$ cat src/rtl/hex_entry_interface.sv
// Hex keypad-style entry: three debounced push-buttons shift nibbles from iSW into a
// working register, clear it, or commit it to oValue with a one-cycle oValid strobe.
module hex_entry_interface #(
    parameter int unsigned DEBOUNCE_CYCLES = 50000,
    parameter int unsigned WIDTH           = 64
) (
    input  logic             iCLK,
    input  logic             iRST,
    input  logic [3:0]       iSW,
    input  logic             iKEY_Enter,
    input  logic             iKEY_Clear,
    input  logic             iKEY_Commit,
    output logic [WIDTH-1:0] oEntry,
    output logic [4:0]       oCount,
    output logic             oFull,
    output logic [WIDTH-1:0] oValue,
    output logic             oValid
);

    localparam int unsigned NIBBLES    = WIDTH / 4;
    localparam int unsigned KEYS       = 3;
    localparam int unsigned KEY_ENTER  = 0;
    localparam int unsigned KEY_CLEAR  = 1;
    localparam int unsigned KEY_COMMIT = 2;
    localparam int unsigned CNT_W      = $clog2(DEBOUNCE_CYCLES);

    localparam logic [CNT_W-1:0] CNT_LAST  = CNT_W'(DEBOUNCE_CYCLES - 1);
    localparam logic [4:0]       COUNT_MAX = 5'(NIBBLES);

    logic [KEYS-1:0]  keyRaw;
    logic [KEYS-1:0]  keySync1;
    logic [KEYS-1:0]  keySync2;
    logic [KEYS-1:0]  keyLevel;
    logic [KEYS-1:0]  keyLevelPrev;
    logic [KEYS-1:0]  keyPress;
    logic [CNT_W-1:0] debCnt [KEYS];

    assign keyRaw = {iKEY_Commit, iKEY_Clear, iKEY_Enter};

    // Synchronise and debounce each key; the level only follows sync2 after a full stable run.
    always_ff @(posedge iCLK) begin
        if (iRST) begin
            keySync1     <= '1;
            keySync2     <= '1;
            keyLevel     <= '1;
            keyLevelPrev <= '1;
            for (int k = 0; k < int'(KEYS); k++) begin
                debCnt[k] <= '0;
            end
        end else begin
            keySync1     <= keyRaw;
            keySync2     <= keySync1;
            keyLevelPrev <= keyLevel;
            for (int k = 0; k < int'(KEYS); k++) begin
                if (keySync2[k] == keyLevel[k]) begin
                    debCnt[k] <= '0;
                end else if (debCnt[k] == CNT_LAST) begin
                    keyLevel[k] <= keySync2[k];
                    debCnt[k]   <= '0;
                end else begin
                    debCnt[k] <= debCnt[k] + CNT_W'(1);
                end
            end
        end
    end

    // Press event is a falling edge of the debounced level, built purely from registers.
    assign keyPress = keyLevelPrev & ~keyLevel;

    // One action per cycle: Clear beats Commit beats Enter.
    always_ff @(posedge iCLK) begin
        if (iRST) begin
            oEntry <= '0;
            oCount <= '0;
            oValue <= '0;
            oValid <= 1'b0;
        end else begin
            oValid <= 1'b0;
            if (keyPress[KEY_CLEAR]) begin
                oEntry <= '0;
                oCount <= '0;
            end else if (keyPress[KEY_COMMIT]) begin
                oValue <= oEntry;
                oValid <= 1'b1;
                oEntry <= '0;
                oCount <= '0;
            end else if (keyPress[KEY_ENTER] && (oCount < COUNT_MAX)) begin
                oEntry <= WIDTH'({oEntry, iSW});
                oCount <= oCount + 5'd1;
            end
        end
    end

    assign oFull = (oCount == COUNT_MAX);

endmodule

$ cat config.mk
export PLATFORM = sky130hd
export DESIGN_NAME = hex_entry_interface
export DESIGN_NICKNAME = d
export VERILOG_FILES = /design/src/rtl/hex_entry_interface.sv
export SDC_FILE = /design/constraint.sdc
export NUM_CORES = 1
export LEC_CHECK = 0
export ABC_CLOCK_PERIOD_IN_PS = 1800
export CORE_MARGIN = 3
export CORE_UTILIZATION = 47
export CTS_CLUSTER_DIAMETER = 40
export DETAILED_ROUTE_END_ITERATION = 10
export MAX_ROUTING_LAYER = met4
export PLACE_DENSITY = 0.72
export SETUP_SLACK_MARGIN = 0.15
export SLEW_MARGIN = 20
export SYNTH_ARGS = -nofsm -noshare
export SYNTH_HDL_FRONTEND = slang
export SYNTH_SLANG_ARGS = --single-unit
$ cat constraint.sdc
create_clock -name iCLK -period 1.8 [get_ports iCLK]
set_input_delay 0.18 -clock iCLK [delete_from_list [all_inputs] [get_ports iCLK]]
set_output_delay 0.18 -clock iCLK [all_outputs]
set_load 0.02 [all_outputs]
== Word-level counts from Yosys, hierarchy flattened ==
Memories as Yosys holds them, arrays and structs flattened.
Cells that the tools add are included.
Widths: inputs -> output; s select.
Word-level totals
  register bits: 146
  RAM bits: 48
  word-level logic and storage cells: 90
  memories: 1
Operators by class
  add/sub/neg operators: 4
  order comparisons: 1
  eq/ne operators: 7
  multiplexer cells: 45
  bitwise operators: 15
  reduce and logical (&&, ||, !) cells: 7
Memories
  debCnt: words 3, bits a word 16, read ports 3, clocked after memory_dff 0, write ports 3, RTL line 36  | logic [CNT_W-1:0] debCnt [KEYS];
Operators by type and width (number)
  $mux 16: 9
  $add 16x1->16 const B: 3
  $eq 16x16->1 const B: 3
  $mux 1: 36
  $or 1x1->1: 9
  $reduce_and 2->1: 4
  $add 5x1->5 const B: 1
  $eq 5x5->1 const B: 1
  $lt 5x5->1 const B: 1
  $not 1->1: 4
  $and 3x3->3: 1
  $eq 1x1->1: 3
  $not 3->3: 1
  $reduce_or 3->1: 1
  $reduce_or 2->1: 1
  $logic_and 1x1->1: 1

== Logic depth before layout (Yosys ltp) ==
  depth in word-level cells: 7
  depth in mapped cells: 7
  gate-level depth less buffers: 5

== Worst setup path before layout ==
No wires, ideal clock.
  kind: reg-to-reg
  from: mem debCnt[2][13] in the netlist's numbering
  to: mem debCnt[2][9] in the netlist's numbering (data pin)
  arrival: 1.718 ns
  path slack: -0.173 ns
  cell stages (with the launch flop): 6
  buffers on the path: 1
  clock period less this slack: 1.973 ns
  path through: edfxtp_1 > or4_1 > or4_4 > nand2_2 > buf_6 > nor2_1
RTL lines (RTL line)
  start: declaration: 36

==> flow_metrics.py <==
metrics = {
    "logic_synthesis": {
        "ys_types": 37,
        "ys_warn_count": 0,
        "ys.flop_type": "dfxtp_1",
        "synth.ff_latch_count": 194,
        "syn_avg_cell_area_um2": 8.77,
        "synthCells": 867,
        "syn_area_um2": 7600,
        "yosysSeqAreaShare_pct": 57.4,
        "synth_edf_count": 48,
        "ys_async_sr_fraction_pct": 0,
    },
    "sta": {
        "post-route-min-period_ns": 1.87,
        "slew_viol_final": 0,
        "setup_violations": 39,
        "period_share_pct": 104,
        "tightest_slew_ns": 0.557,
        "worst_slack_ns": -0.0710,
        "fmax_ghz": 0.534,
        "slew_headroom_pct": 62.9,
        "holdWs_ns": 0.234,
        "finalHoldViolCount": 0,
        "skew_ns": 0.00880,
        "rsz0062_at_grt": "yes",
    },
    "worst_setup_path": {
        "crit_cells": 3,
        "cp-end-kind": "flip-flop",
        "start_kind": "flip-flop",
        "r2r_setup_slack_ns": -0.07,
        "crit_family": "simple AND/OR/NAND/NOR gates",
        "critical_path_class": "flip-flop to flip-flop",
        "crit_fanout": 4,
        "max_stage_delay_ns": 0.54,
        "path_cells": "or4_4 > or4_4 > and3_4",
        "crit_path_top_delay_cell": "or4_4",
        "cp.arrival_ns": 2.05,
        "r2r_cells": 3,
        "path_buf_inv": 0,
        "cp_common_cell": "or4_4",
        "cp.required_ns": 1.98,
    },
    "floorplanning": {
        "die-height_um": 133,
        "placementRows": 45,
        "start_util_pct": 48.9,
        "coreArea_um2": 15500,
        "fp.dieW_um": 133,
        "ios": 144,
        "dieArea_um2": 17700,
    },
    "cts": {
        "root_buffer": "clkbuf_16",
        "cts-htree-levels": 4,
        "postCtsHoldBufs": 0,
        "path_clk_slew_ns": 0.07,
        "numCtsBuffers": 17,
        "cts_tree": "yes",
        "clock_path_buffers": 2,
        "numClockSinks": 194,
        "clk_latency_ns": 0.43,
    },
    "layout": {
        "register_area_um2": 4360,
        "drive_gt1_share_pct": 14.6,
        "synthToLayoutAreaGrowth_pct": 40.8,
        "final_cell_area_um2": 10700,
        "layoutNonFillerInstCount": 1316,
        "antenna_cells": 0,
        "multi_input_area_um2": 3340,
        "nets": 1106,
        "fill_cells": 1277,
    },
    "place": {
        "place_area_um2": 9760,
        "hpwl_um": 12600,
        "place_inst": 1272,
        "gp_congestion": 0.840,
        "io_buffer_count": 143,
        "dp_slack_ns": -0.0757,
    },
    "power": {
        "leakage_uw": 0.00445,
        "powerDensity_nw_per_um2": 806,
        "ir_drop_v": 0.000668,
    },
    "global_route": {
        "antenna_found_initial": 0,
        "grt_first_pass_wirelength_um": 30000,
        "grt-ovfl-total": 0,
        "grt_pass1_vias": 5949,
        "globalRouteTotalUtil_pct": 21.3,
        "grt_max_degree": 62,
    },
    "routing": {
        "vias": 6519,
        "ant_nets": 0,
        "drt-total-wl_um": 18800,
        "vias_per_cell": 4.95,
        "drt_iter0_drc": 438,
        "post-route-drc-count": 0,
        "routedWlPerCell_um": 14.3,
        "dr.pass1.iters": 5,
    },
    "min_path": {
        "min_path_type": "input port to flip-flop",
        "hold_depth": 3,
    },
    "outcome": {
        "violations": "negative setup slack",
        "status": "finished, violations left",
    },
    "job": {
        "maxCapViolCount": 0,
    },
}
-- cells in the mapped netlist, drive strengths merged (2+ instances only) --
library cell  instances  area (um^2)
nor3                 13         65.1
xor2                  8         70.1
or4                   5         41.3
or2                   9         56.3
a21oi               131          656
or3                   3         18.8
nor2b                 4         25.0
nand4b                2         17.5
nand3                14         70.1
dfxtp               146         2920
ha                    5         62.6
edfxtp               48         1440
xnor2                39          342
nand2b                2         12.5
a211o                 2         17.5
clkbuf               37          139
inv                  13         48.8
nand2               272         1020
buf                  15         87.6
nor2                 65          244
nand4                14         87.6
nor4                 11         81.3
-- layout by cell type, fill, tap and decap left out, types with 9 or more instances in the layout --
cell / instances
dfxtp_1: 146
buf_4: 55
conb_1: 48
nand2_1: 270
nor2_1: 35
nand3_1: 13
dlymetal6s2s_1: 36
inv_1: 13
a21oi_1: 129
clkdlybuf4s50_1: 75
edfxtp_1: 48
nand4_1: 14
nor3_1: 13
or2_2: 9
xnor2_1: 39
dlygate4sd2_1: 30
nor2_2: 28
clkbuf_16: 18
-- per-stage QoR --
stage	total power (uW)	setup TNS, ns	util, %
finish	8630	-1.24	68.9
global route	8900	-4.89	68.9
CTS	8670	-0.733	67.6
detailed placement	4890	-1.66	62.8
global placement	4890	-0.552	62.8
floorplan	4790	-3.35	-
-- cell type report --
class / instances / share of cell area, %
multi-input cells: 655 / 31.2
well taps: 211 / 2.47
flip-flops and latches: 194 / 40.8
repair buffers: 211 / 19.5
inverters: 13 / 0.456
clock inverters: 6 / 0.608
clock buffers: 26 / 5.05
-- sequential cells by signal (all words and copies together), names as in the netlist --
name and flops:
oValid 1, oCount 5, keyLevel 3, debCnt 48, keySync1 3, keyLevelPrev 3
oEntry 64, oValue 64, keySync2 3
-- worst reg2reg max path: cells and delay by family, from the launching register on --
family / cells / cell delay (ns)
flops: 1 / 0.39
simple gates: 3 / 1.24
-- per-layer routing --
metal,vias up,GRT usage (%),part of all wire (%)
met4,0,5.49,0.97
li1,3265,-,-
met5,-,-,0
met3,16,7.14,7.1
met1,3068,27.6,44
met2,170,32.4,48
-- repair_timing --
action                     in CTS  in global routing
setup endpoints to repair      80                 87
setup buffers                   7                  5
pin swaps                      12                  8
gates resized for setup        65                 65
-- path summary, 6_finish.rpt --
kind	from	to
worst min-delay path	iRST	oValue[56]$_SDFFE_PP0P_
worst max register to register	debCnt[2][13]$_SDFFCE_PN0P_	debCnt[2][1]$_SDFFCE_PN0P_
worst min register to register	keySync1[0]$_SDFF_PP1_	keySync2[0]$_SDFF_PP1_
worst max-delay path	debCnt[2][13]$_SDFFCE_PN0P_	debCnt[2][1]$_SDFFCE_PN0P_
-- cell families (layout without fill, tap and decap cells) --
group | Yosys count | in the layout | synth area share (%)
AOI/OAI and AO/OA | 135 | 135 | 9.07
and+or+nand+nor | 420 | 420 | 23.6
adders and majority gates | 5 | 5 | 0.823
xor gates and xnor gates | 47 | 47 | 5.41
other | 1 | 48 | 0.0493
DFF | 194 | 194 | 57.4
buffers and inverters | 65 | 256 | 3.62
-- report_power, final --
part	total (uW)	leakage [uW]	switching, uW	internal (uW)
logic	280	0.00248	160	120
clock network	3790	0.000298	1570	2220
registers	4550	0.00167	40.1	4510
No activity file was read; power rests on OpenSTA's default activity.
